==> src/rtl/mem_test_pkg.sv <==
// Shared encodings and the data-pattern generator used by the memory traffic generator
// for both write data and read-back checking.
package mem_test_pkg;

  typedef enum logic [2:0] {
    ST_IDLE     = 3'd0,
    ST_WRITE    = 3'd1,
    ST_READ     = 3'd2,
    ST_ADDR     = 3'd3,
    ST_WAIT_CLR = 3'd4
  } state_e;

  typedef enum logic [1:0] {
    PAT_ADDR     = 2'd0,
    PAT_BYTE     = 2'd1,
    PAT_WALK     = 2'd2,
    PAT_INV_ADDR = 2'd3
  } pat_e;

  localparam int unsigned PAT_MAX_BITS = 512;
  localparam int unsigned PAT_IDX_BITS = $clog2(PAT_MAX_BITS);

  // Word for one beat; callers truncate to their data width (<= PAT_MAX_BITS).
  function automatic logic [PAT_MAX_BITS-1:0] pattern(input logic [31:0] addr,
                                                      input logic [9:0]  beat,
                                                      input pat_e        sel,
                                                      input int unsigned data_bits);
    logic [PAT_MAX_BITS-1:0] word;
    logic [31:0]             a;
    a    = addr + 32'(beat) * 32'(data_bits / 8);
    word = '0;
    case (sel)
      PAT_ADDR: for (int i = 0; i < PAT_MAX_BITS / 32; i++) word[i*32 +: 32] = a;
      PAT_BYTE: for (int i = 0; i < PAT_MAX_BITS / 8; i++) word[i*8 +: 8] = beat[7:0];
      PAT_WALK: word[PAT_IDX_BITS'(32'(beat) % data_bits)] = 1'b1;
      PAT_INV_ADDR: for (int i = 0; i < PAT_MAX_BITS / 32; i++) word[i*32 +: 32] = ~a;
    endcase
    return word;
  endfunction

endpackage

==> src/rtl/key_debounce.sv <==
// Active-low key conditioner: 2-FF synchroniser, stability counter, and a one-cycle
// pulse when a new low level has been accepted.
module key_debounce #(
  parameter int unsigned DEBOUNCE_CYCLES = 1_000_000
) (
  input  logic mem_clk,
  input  logic rst_n,
  input  logic key_n,
  output logic fall_pulse
);

  localparam int unsigned CNT_BITS = $clog2(DEBOUNCE_CYCLES + 1);

  logic [1:0]          key_sync;
  logic                level;
  logic [CNT_BITS-1:0] cnt;
  logic                accept;

  // New level is taken on the DEBOUNCE_CYCLES-th consecutive differing sample.
  assign accept = (key_sync[1] != level) && (cnt == CNT_BITS'(DEBOUNCE_CYCLES - 1));

  always_ff @(posedge mem_clk or negedge rst_n) begin
    if (!rst_n) begin
      key_sync   <= 2'b11;
      level      <= 1'b1;
      cnt        <= '0;
      fall_pulse <= 1'b0;
    end else begin
      key_sync   <= {key_sync[0], key_n};
      fall_pulse <= accept && !key_sync[1];
      if (key_sync[1] == level) begin
        cnt <= '0;
      end else if (accept) begin
        level <= key_sync[1];
        cnt   <= '0;
      end else begin
        cnt <= cnt + CNT_BITS'(1);
      end
    end
  end

endmodule

==> src/rtl/mem_traffic_gen.sv <==
// Burst-request traffic generator: writes a selectable pattern, reads it back, counts
// mismatches and steps/wraps the burst address under key or auto-loop control.
module mem_traffic_gen
  import mem_test_pkg::*;
#(
  parameter int unsigned MEM_DATA_BITS   = 64,
  parameter int unsigned ADDR_BITS       = 32,
  parameter int unsigned BURST_LEN       = 128,
  parameter int unsigned INI_ADDR        = 32'h0200_0000,
  parameter int unsigned ADDR_INC        = 1024,
  parameter int unsigned ADDR_LIMIT      = 32'h0400_0000,
  parameter int unsigned DEBOUNCE_CYCLES = 1_000_000
) (
  input  logic                     mem_clk,
  input  logic                     rst_n,
  input  logic                     pl_key1,
  input  logic                     pl_key2,
  input  logic                     pl_key3,
  input  logic                     pl_key4,
  input  logic                     auto_mode,
  input  logic [1:0]               pattern_sel,
  output logic                     wr_burst_req,
  output logic                     rd_burst_req,
  output logic [9:0]               wr_burst_len,
  output logic [9:0]               rd_burst_len,
  output logic [ADDR_BITS-1:0]     wr_burst_addr,
  output logic [ADDR_BITS-1:0]     rd_burst_addr,
  input  logic                     wr_burst_data_req,
  output logic [MEM_DATA_BITS-1:0] wr_burst_data,
  input  logic                     wr_burst_finish,
  input  logic                     rd_burst_finish,
  input  logic                     rd_burst_data_valid,
  input  logic [MEM_DATA_BITS-1:0] rd_burst_data,
  output logic                     error,
  output logic [15:0]              err_cnt,
  output logic [ADDR_BITS-1:0]     fail_addr,
  output logic [2:0]               state_debug
);

  localparam int unsigned AW_X = ADDR_BITS + 1;
  localparam logic [ADDR_BITS-1:0] INI          = ADDR_BITS'(INI_ADDR);
  localparam logic [ADDR_BITS:0]   ADDR_INC_X   = AW_X'(ADDR_INC);
  localparam logic [ADDR_BITS:0]   ADDR_LIMIT_X = AW_X'(ADDR_LIMIT);

  logic [3:0] key_n;
  logic [3:0] cmd;
  logic       cmd_clr, cmd_wr, cmd_rd, cmd_adv;

  assign key_n = {pl_key4, pl_key3, pl_key2, pl_key1};

  for (genvar g = 0; g < 4; g++) begin : g_key
    key_debounce #(.DEBOUNCE_CYCLES(DEBOUNCE_CYCLES)) u_key_debounce (
      .mem_clk   (mem_clk),
      .rst_n     (rst_n),
      .key_n     (key_n[g]),
      .fall_pulse(cmd[g])
    );
  end

  assign cmd_clr = cmd[0];
  assign cmd_wr  = cmd[1];
  assign cmd_rd  = cmd[2];
  assign cmd_adv = cmd[3];

  state_e                   state, state_d;
  pat_e                     pat, pat_d;
  logic [9:0]               wr_cnt, wr_cnt_d, rd_cnt, rd_cnt_d;
  logic                     wr_req_d, rd_req_d, error_d;
  logic [ADDR_BITS-1:0]     wr_addr_d, rd_addr_d, fail_addr_d, next_addr;
  logic [ADDR_BITS:0]       addr_sum;
  logic [MEM_DATA_BITS-1:0] wr_data_d, wr_pat, rd_pat;
  logic [15:0]              err_cnt_d;
  logic                     soft_clr, start_wr, start_rd;

  assign wr_burst_len = 10'(BURST_LEN);
  assign rd_burst_len = 10'(BURST_LEN);
  assign state_debug  = state;

  assign addr_sum  = {1'b0, wr_burst_addr} + ADDR_INC_X;
  assign next_addr = (addr_sum >= ADDR_LIMIT_X) ? INI : addr_sum[ADDR_BITS-1:0];

  assign wr_pat = MEM_DATA_BITS'(pattern(32'(wr_burst_addr), wr_cnt, pat, MEM_DATA_BITS));
  assign rd_pat = MEM_DATA_BITS'(pattern(32'(rd_burst_addr), rd_cnt, pat, MEM_DATA_BITS));

  // Next-state and next-output logic; a clear overrides everything except the debouncers.
  always_comb begin
    state_d     = state;
    pat_d       = pat;
    wr_req_d    = wr_burst_req;
    rd_req_d    = rd_burst_req;
    wr_addr_d   = wr_burst_addr;
    rd_addr_d   = rd_burst_addr;
    wr_data_d   = wr_burst_data;
    wr_cnt_d    = wr_cnt;
    rd_cnt_d    = rd_cnt;
    error_d     = error;
    err_cnt_d   = err_cnt;
    fail_addr_d = fail_addr;
    soft_clr    = 1'b0;
    start_wr    = 1'b0;
    start_rd    = 1'b0;

    if (wr_burst_data_req) begin
      wr_data_d = wr_pat;
      wr_cnt_d  = wr_cnt + 10'd1;
    end

    if ((state == ST_READ) && rd_burst_data_valid) begin
      rd_cnt_d = rd_cnt + 10'd1;
      if (rd_burst_data != rd_pat) begin
        error_d = 1'b1;
        if (err_cnt != 16'hFFFF) err_cnt_d = err_cnt + 16'd1;
        if (!error) fail_addr_d = rd_burst_addr;
      end
    end

    case (state)
      ST_IDLE: begin
        if (cmd_clr)        soft_clr = 1'b1;
        else if (cmd_wr)    start_wr = 1'b1;
        else if (cmd_rd)    start_rd = 1'b1;
        else if (cmd_adv)   state_d  = ST_ADDR;
        else if (auto_mode) start_wr = 1'b1;
      end
      ST_WRITE: begin
        if (wr_burst_finish) begin
          wr_req_d = 1'b0;
          wr_cnt_d = '0;
          state_d  = ST_IDLE;
          if (cmd_clr)        soft_clr = 1'b1;
          else if (auto_mode) start_rd = 1'b1;
        end else if (cmd_clr) begin
          state_d = ST_WAIT_CLR;
        end
      end
      ST_READ: begin
        if (rd_burst_finish) begin
          rd_req_d = 1'b0;
          rd_cnt_d = '0;
          state_d  = auto_mode ? ST_ADDR : ST_IDLE;
          if (cmd_clr) soft_clr = 1'b1;
        end else if (cmd_clr) begin
          state_d = ST_WAIT_CLR;
        end
      end
      ST_ADDR: begin
        if (cmd_clr) begin
          soft_clr = 1'b1;
        end else begin
          wr_addr_d = next_addr;
          state_d   = ST_IDLE;
          start_wr  = auto_mode;
        end
      end
      ST_WAIT_CLR: begin
        // Hold the request until the master closes the burst it already accepted.
        if ((wr_burst_req && wr_burst_finish) || (rd_burst_req && rd_burst_finish))
          soft_clr = 1'b1;
      end
      default: state_d = ST_IDLE;
    endcase

    if (start_wr) begin
      state_d  = ST_WRITE;
      wr_req_d = 1'b1;
      wr_cnt_d = '0;
      pat_d    = pat_e'(pattern_sel);
    end
    if (start_rd) begin
      state_d   = ST_READ;
      rd_req_d  = 1'b1;
      rd_cnt_d  = '0;
      rd_addr_d = wr_burst_addr;
    end

    if (soft_clr) begin
      state_d     = ST_IDLE;
      pat_d       = PAT_ADDR;
      wr_req_d    = 1'b0;
      rd_req_d    = 1'b0;
      wr_addr_d   = INI;
      rd_addr_d   = INI;
      wr_data_d   = '0;
      wr_cnt_d    = '0;
      rd_cnt_d    = '0;
      error_d     = 1'b0;
      err_cnt_d   = '0;
      fail_addr_d = '0;
    end
  end

  always_ff @(posedge mem_clk or negedge rst_n) begin
    if (!rst_n) begin
      state         <= ST_IDLE;
      pat           <= PAT_ADDR;
      wr_burst_req  <= 1'b0;
      rd_burst_req  <= 1'b0;
      wr_burst_addr <= INI;
      rd_burst_addr <= INI;
      wr_burst_data <= '0;
      wr_cnt        <= '0;
      rd_cnt        <= '0;
      error         <= 1'b0;
      err_cnt       <= '0;
      fail_addr     <= '0;
    end else begin
      state         <= state_d;
      pat           <= pat_d;
      wr_burst_req  <= wr_req_d;
      rd_burst_req  <= rd_req_d;
      wr_burst_addr <= wr_addr_d;
      rd_burst_addr <= rd_addr_d;
      wr_burst_data <= wr_data_d;
      wr_cnt        <= wr_cnt_d;
      rd_cnt        <= rd_cnt_d;
      error         <= error_d;
      err_cnt       <= err_cnt_d;
      fail_addr     <= fail_addr_d;
    end
  end

endmodule

==> config.mk <==
export PLATFORM = sky130hd
export DESIGN_NAME = mem_traffic_gen
export DESIGN_NICKNAME = d
export VERILOG_FILES = /design/src/rtl/mem_test_pkg.sv /design/src/rtl/key_debounce.sv /design/src/rtl/mem_traffic_gen.sv
export SDC_FILE = /design/constraint.sdc
export NUM_CORES = 1
export LEC_CHECK = 0
export CAP_MARGIN = 20
export CORE_MARGIN = 3
export CORE_UTILIZATION = 40
export DETAILED_ROUTE_END_ITERATION = 16
export DONT_BUFFER_PORTS = 1
export PLACE_DENSITY = 0.66
export SYNTH_ARGS = -nofsm -noshare
export SYNTH_HDL_FRONTEND = slang
export SYNTH_SLANG_ARGS = --single-unit
==> constraint.sdc <==
create_clock -name mem_clk -period 6.3 [get_ports mem_clk]
set_input_delay 0.945 -clock mem_clk [delete_from_list [all_inputs] [get_ports mem_clk]]
set_output_delay 0.945 -clock mem_clk [all_outputs]
set_load 0.02 [all_outputs]
==> impl_metrics.yaml, run 1 <==
synthesis:
  ys_warns: 0
  syn-cell-area_mm2: 0.01810
  synth_xor_area_share_pct: 7.646
  synth_compound_area_share_pct: 18.64
  post_synth_and_or_nand_nor_area_fraction_pct: 25.62
  avgSynthCellArea_um2: 8.171
  muxShareOfSynthArea_pct: 3.097
  share_of_synthesized_flip_flops_with_an_asynchronous_set_or_reset_pct: 100.0
  synth_cell_types: 92
  synth-edff-count: 0
  synth_fa_ha_area_share_pct: 1.631
  largest_family_of_logic_cells_by_synthesized_area: "simple AND/OR/NAND/NOR gates"
  synthCells: 2215
  sequential_to_total_area_share_from_yosys_stat_pct: 37.70
  ys_dominant_reg_cell: "dfrtp_1"
  synth-seq-cells: 272
grt:
  globalRouteOverflowTotal: 0
  grt_pass1_vias: 16070
  antenna_found_initial: 2
  grt_max_degree: 273
  gr-usage-all-layers_pct: 27.45
  first_pass_grt_wire_length_um: 101000
timing:
  timing.setup.tns_ps: 0
  grt_setup_unrepaired: "no"
  final-setup-viol-count: 0
  report.final.slew_viol_count: 0
  max_slew_margin_pct: 24.21
  fmaxAchievable_mhz: 189.1
  min_period_over_period_pct: 83.93
  tightestPinTransition_ps: 1126
  finalClockSkew_ps: 43.42
  finalWorstPathRequiredPeriod_ps: 5288
  timing.final.hold_violations: 0
power:
  power_mw: 4.357
  p_comb_share_pct: 6.8
  switching_power_mw: 1.171
  power_frac_clock_pct: 47.2
  leakagePower_nw: 7.844
  power.ir.vdd_worst_v: 0.0002358
  fraction_of_power_spent_switching_nets_pct: 26.89
  p_int_mw: 3.185
  power_density_mw_per_mm2: 223.5
  p_seq_share_pct: 45.9
detailed_routing:
  route.final.wire_length_um: 67910
  dr.max_layer_used: "met5"
  met3_wl_um: 7746
  average_wire_per_cell_in_the_routed_design_um: 24.71
  drt_pre_antenna_iters: 7
  met2WireLength_um: 30320
  vias_per_inst: 6.152
  route.detailed.drc: 0
  drt-met1-wl_um: 25550
  ant_nets: 0
  vias: 16910
  drt_first_iter_violations: 1655
cts:
  clkTransAtPathRegs_ps: 60
  post-cts-setup-buffer-count: 0
  clock_tree_from_tritoncts: "built"
  cts_root_buf: "clkbuf_16"
  cts-hold-fix-buffers: 0
  cts_inserted_buffers: 31
  clockBufferDepth: 3
  cts.sinks: 272
  latest_clock_arrival_within_the_worst_skew_pair_ps: 610
  cts-resized-gates: 0
  cts_max_level: 1
worst_setup_path:
  crit_fanout: 26
  timing.critical_path.required_ps: 6730
  crit_path_end_kind: "flop"
  timing.setup.critical_path_class: "flop to flop"
  worstPathArrival_ps: 5720
  setup.worst_path.start_class: "flop"
floorplan:
  num_rows: 77
  design.die.area_mm2: 0.04784
  start_util_pct: 40.75
  chipWidth_um: 218.7
  coreArea_mm2: 0.04441
  die_height_um: 218.7
  io_pins: 279
place:
  gpl.final_weighted_congestion: 1.039
  detailedPlacementHpwl_um: 51100
  port_buffers: 0
final_layout:
  most-common-layout-cells: "nor2_1 (288), nand2_1 (259), dfrtp_1 (254), o21ai_0 (154), a21oi_1 (138)"
  final_util_pct: 43.90
  multiInputGateArea_mm2: 0.01040
  nNetsFinal: 2231
  register_area_mm2: 0.006829
  layout_cells_sized_above_1_pct: 6.957
  layout_commonest_cell: "nor2_1"
  filler_cell_count: 4365
  area_growth_syn_to_layout_pct: 7.721
  num_antenna_cells: 0
flow_run:
  max_cap_violations: 0
min_path:
  worstHoldPathType: "input pin to async pin"
outcome:
  run_status: "complete, no violations"
==> final cells by class <==
cell class | instances | share of cell area (%)
Inverter | 26 | 0.5005
Clock buffer | 36 | 4.178
Multi-Input combinational cell | 1763 | 53.31
Clock inverter | 22 | 1.810
Tap cell | 592 | 3.799
Timing Repair Buffer | 37 | 1.373
Sequential cell | 272 | 35.03
==> cells by family (layout without fill, tap and decap cells) <==
family | Yosys count | after routing
AOI/OAI and AO/OA | 530 | 530
xor gates and xnor gates | 158 | 158
adders and majority gates | 23 | 23
buffers and inverters | 208 | 121
DFF | 272 | 272
muxes | 55 | 55
other | 2 | 30
and+or+nand+nor | 967 | 967
==> cell usage after synthesis (6+ instances only) <==
cell type	instances	area, um^2
nand3b_1	6	45.04
a22oi_1	8	60.06
or3_1	14	87.58
nand2b_1	32	200.2
o22ai_1	22	137.6
clkbuf_1	102	382.9
ha_1	22	275.3
nand2_1	259	972.2
o211ai_1	18	135.1
and4_1	13	113.9
mux2i_1	47	470.5
nor3b_1	12	90.09
dfstp_2	14	367.9
xor2_1	82	718.2
or4_1	11	82.58
mux2_2	7	78.83
a211o_1	6	52.55
buf_2	19	95.09
a22o_1	23	201.4
and2_1	19	118.9
o21a_1	8	60.06
nand3_1	97	485.5
nor2_1	291	1092
and3_1	45	281.5
nor2b_1	15	93.84
o21ai_0	154	770.7
nor4_1	19	118.9
o221ai_1	6	52.55
o311ai_0	6	52.55
a21oi_1	138	690.7
inv_1	25	93.84
nor4b_1	9	78.83
buf_1	8	30.03
dfrtp_1	258	6456
a21o_1	10	75.07
a211oi_1	17	127.6
a2111oi_0	10	87.58
nor3_1	53	265.3
a221oi_1	7	61.31
xnor2_1	76	665.6
buf_4	49	367.9
o21ai_1	10	50.05
o31ai_1	17	127.6
nand4_1	49	306.5
a31oi_1	14	87.58
==> path summary, 6_finish.rpt <==
path                       slack [ps]                                  end                                 from  cells after the start
max                              1010                        fail_addr[12]                            rd_cnt[6]                     14
min                                50                           err_cnt[6]                                rst_n                      0
max reg2reg                      1010                        fail_addr[12]                            rd_cnt[6]                     14
min reg2reg                       350  g_key[0].u_key_debounce.key_sync[1]  g_key[0].u_key_debounce.key_sync[0]                      0
max in group asynchronous        5440                     rd_burst_addr[9]                                rst_n                      0
min in group mem_clk              340  g_key[2].u_key_debounce.key_sync[0]                              pl_key3                      0
==> power groups by stage <==
stage	clock, mW	sequential, mW	combinational, mW
2_1_floorplan	0	1.93	0.316
3_3_place_gp	0	2.02	0.279
4_1_cts	2.10	2.00	0.289
5_1_grt	2.17	2.01	0.328
6_report	2.06	2.00	0.297
3_5_place_dp	0	2.03	0.286
==> routing by layer <==
| layer | global-route usage [%] | vias to the layer above |
|---|---|---|
| met5 | 0 | - |
| met2 | 43.14 | 874 |
| met4 | 14.80 | 2 |
| li1 | - | 7675 |
| met1 | 33.07 | 8136 |
| met3 | 9.594 | 218 |
==> critical path, stage by stage (launching register included) <==
cell       delay, ps
dfrtp_1          550
ha_1             550
nand4_1          180
a21o_1           220
o21bai_2         300
xor2_1           880
mux2i_1          210
a2111oi_2        490
nand4_1          220
or4_4            560
nor4_4           140
buf_4            300
nor3_4            50
buf_4            270
mux2i_1          180
==> sequential cells by signal (all words and copies together) (netlist names) <==
name,count
rd_cnt,10
rd_burst_req,1
state_debug,3
error,1
fail_addr,23
g_key.u_key_debounce.fall_pulse,4
err_cnt,16
rd_burst_addr,23
wr_cnt,10
pat,2
g_key.u_key_debounce.cnt,80
g_key.u_key_debounce.key_sync,8
wr_burst_addr,22
wr_burst_data,64
g_key.u_key_debounce.level,4
wr_burst_req,1
==> through the flow <==
| stage | hold slack (ps) | cell area, um^2 | std cells | worst slack, ps |
|---|---|---|---|---|
| 2_1_floorplan | 345.2 | 18210 | 2243 | 1620 |
| 3_3_place_gp | 347.9 | 18300 | 2685 | 1048 |
| 3_5_place_dp | 347.2 | 18300 | 2685 | 1064 |
| 4_1_cts | 27.15 | 19470 | 2743 | 1043 |
| 5_1_grt | 27.58 | 19500 | 2748 | 632.5 |
| 6_report | 49.66 | 19500 | 2748 | 1012 |
No activity file was read; power rests on OpenSTA's default activity.
==> run 2: changes to the inputs <==
==> constraint.sdc (replaced) <==
create_clock -name mem_clk -period 5.3 [get_ports mem_clk]
set_input_delay 0.795 -clock mem_clk [delete_from_list [all_inputs] [get_ports mem_clk]]
set_output_delay 0.795 -clock mem_clk [all_outputs]
set_load 0.02 [all_outputs]
==> run 2 against run 1 <==
Compared with the run above:
- clock power rose by 2%
- cell area rose by 0.12%
- the flow now finishes with violations (negative hold slack)
- flip-flop and latch count did not move
- worst hold slack got worse by 110 ps
- setup slack got worse by 720 ps
- die area did not move
- global-route usage barely moved
- sequential power rose by 19%
- sequential share of layout area barely moved
- largest power group is now registers
- critical path type unchanged
- cell count rose by 0.69%
- via count rose by 1.9%
==> impl_metrics.yaml, run 2 (same netlist as run 1, synthesis figures left out) <==
outcome:
  run_status: "complete, but fails checks"
  failing_checks: "negative hold slack"
grt:
  grt_pass1_vias: 16400
  antenna_found_initial: 2
  gr-usage-all-layers_pct: 27.45
  first_pass_grt_wire_length_um: 101200
  globalRouteOverflowTotal: 0
  grt_max_degree: 273
floorplan:
  start_util_pct: 40.75
  num_rows: 77
  coreArea_mm2: 0.04441
  io_pins: 279
  chipWidth_um: 218.7
  die_height_um: 218.7
  design.die.area_mm2: 0.04784
timing:
  hold_slack_ps: -62.61
  timing.final.hold_violations: 15
  finalWorstPathRequiredPeriod_ps: 5003
  timing.setup.tns_ps: 0
  fmaxAchievable_mhz: 199.9
  max_slew_margin_pct: 17.04
  tightestPinTransition_ps: 1242
  final-setup-viol-count: 0
  report.final.slew_viol_count: 0
  min_period_over_period_pct: 94.40
  grt_setup_unrepaired: "no"
  finalClockSkew_ps: 11.54
worst_setup_path:
  worstRegToRegCells: 13
  worstPathArrival_ps: 5420
  timing.critical_path.buf_inv: 1
  worst-r2r-setup-slack_ps: 300
  timing.critical_path.required_ps: 5720
  crit_fanout: 20
  crit_path_end_kind: "flop"
  regToRegStartpoint: "rd_burst_addr[12]"
  critical_path.cell_chain: "ha_1, nand4_1, o22ai_1, nand3_1, a211oi_1, xnor2_1, a221oi_1, mux2_2, or4_4, nor4_4, buf_4, or4_1, a21oi_1"
  worstReg2RegEnd: "err_cnt[10]"
  cpPeakStageDelay_ps: 580
  critical_path.slowest_cell: "ha_1"
  critical-path-top-delay-family: "simple AND/OR/NAND/NOR gates"
  setup.worst_path.start_class: "flop"
  timing.setup.critical_path_class: "flop to flop"
cts:
  cts_max_level: 1
  cts.sinks: 272
  cts_root_buf: "clkbuf_16"
  latest_clock_arrival_within_the_worst_skew_pair_ps: 560
  clkTransAtPathRegs_ps: 60
  clock_tree_from_tritoncts: "built"
  clockBufferDepth: 3
  cts_inserted_buffers: 30
final_layout:
  largest_register_ff_count: 80
  layout_commonest_cell: "nor2_1"
  regMostFlops: "g_key.u_key_debounce.cnt"
  layout_cells_sized_above_1_pct: 7.593
  biggestRegsByFlops: "g_key.u_key_debounce.cnt (80), wr_burst_data (64)"
  area_growth_syn_to_layout_pct: 7.846
  nNetsFinal: 2251
  final_util_pct: 43.95
  most-common-layout-cells: "nor2_1 (288), nand2_1 (259), dfrtp_1 (254), o21ai_0 (154), a21oi_1 (138)"
detailed_routing:
  drt_first_iter_violations: 1984
  vias_per_inst: 6.225
  route.detailed.drc: 0
  ant_nets: 0
  average_wire_per_cell_in_the_routed_design_um: 24.60
  drt_pre_antenna_iters: 8
  route.final.wire_length_um: 68060
  vias: 17230
place:
  detailedPlacementHpwl_um: 50770
  gpl.final_weighted_congestion: 1.044
  port_buffers: 0
power:
  power.ir.vdd_worst_v: 0.0002629
  power_density_mw_per_mm2: 247.1
  leakagePower_nw: 7.896
  power_mw: 4.824
min_path:
  worstHoldPathType: "input pin to async pin"
flow_run:
  max_cap_violations: 0
-- run 2: cell count changes in the layout (fill, tap and decap cells not counted), moves of 2 or more --
cell	previous run	this run
buf_2	3	0
bufinv_16	8	1
diode_2	0	2
clkinvlp_4	6	1
clkbuf_8	2	8
inv_6	0	3
inv_8	2	0
clkbuf_1	3	5
buf_4	33	54
buf_12	0	2
-- run 2: stage by stage --
stage	std cells	instance area [um^2]	setup slack, ps	hold slack, ps
5_1_grt	2767	19520	30.20	-86.88
4_1_cts	2763	19490	401.7	-87.99
6_report	2767	19520	296.6	-62.61
3_3_place_gp	2709	18500	408.7	348.4
3_5_place_dp	2709	18500	390.6	347.8
2_1_floorplan	2243	18210	619.7	345.2
-- run 2: where the power goes --
group / switching, mW / total, mW / leakage (nW) / internal (mW)
Clock: 0.867 / 2.10 / 0.493 / 1.23
Sequential: 0.217 / 2.38 / 3.66 / 2.16
Combinational: 0.226 / 0.351 / 3.74 / 0.124
Total: 1.31 / 4.82 / 7.90 / 3.51
-- run 2: layer usage --
layer,vias to the layer above,track usage [%],wire (um)
li1,7737,-,-
met1,8387,33.73,25750
met2,911,43.21,30650
met3,190,8.927,7823
met4,0,14.04,3828
met5,-,0,0
-- run 2: repair_timing --
action | 4_1_cts | 5_1_grt
gates resized for setup | 0 | 2
setup buffers | 0 | 0
setup endpoints to repair | 0 | 3
endpoints found under the hold margin | 258 | 258
-- run 2: worst max-delay path by stage --
| stage | start | end | slack (ps) | cells past startpoint |
|---|---|---|---|---|
| final | rd_burst_addr[12] | err_cnt[10] | 300 | 13 |
| after CTS | rd_burst_addr[11] | err_cnt[13] | 400 | 13 |
| after global routing | rd_burst_addr[11] | err_cnt[10] | 30 | 13 |
| after floorplan | rd_burst_addr[9] | err_cnt[1] | 620 | 16 |
| after global placement | rd_burst_addr[12] | err_cnt[5] | 410 | 15 |
| after detailed placement | rd_burst_addr[11] | err_cnt[13] | 390 | 13 |
-- run 2: layout make-up --
class | instances | area (um^2)
sequential | 272 | 6829
clock buffer | 44 | 904.6
clock inverter | 10 | 88.84
tap | 592 | 740.7
inverter | 26 | 97.59
antenna | 2 | 5.005
multi-input combinational | 1763 | 10400
fill | 4347 | 24890
timing repair buffer | 58 | 457.9
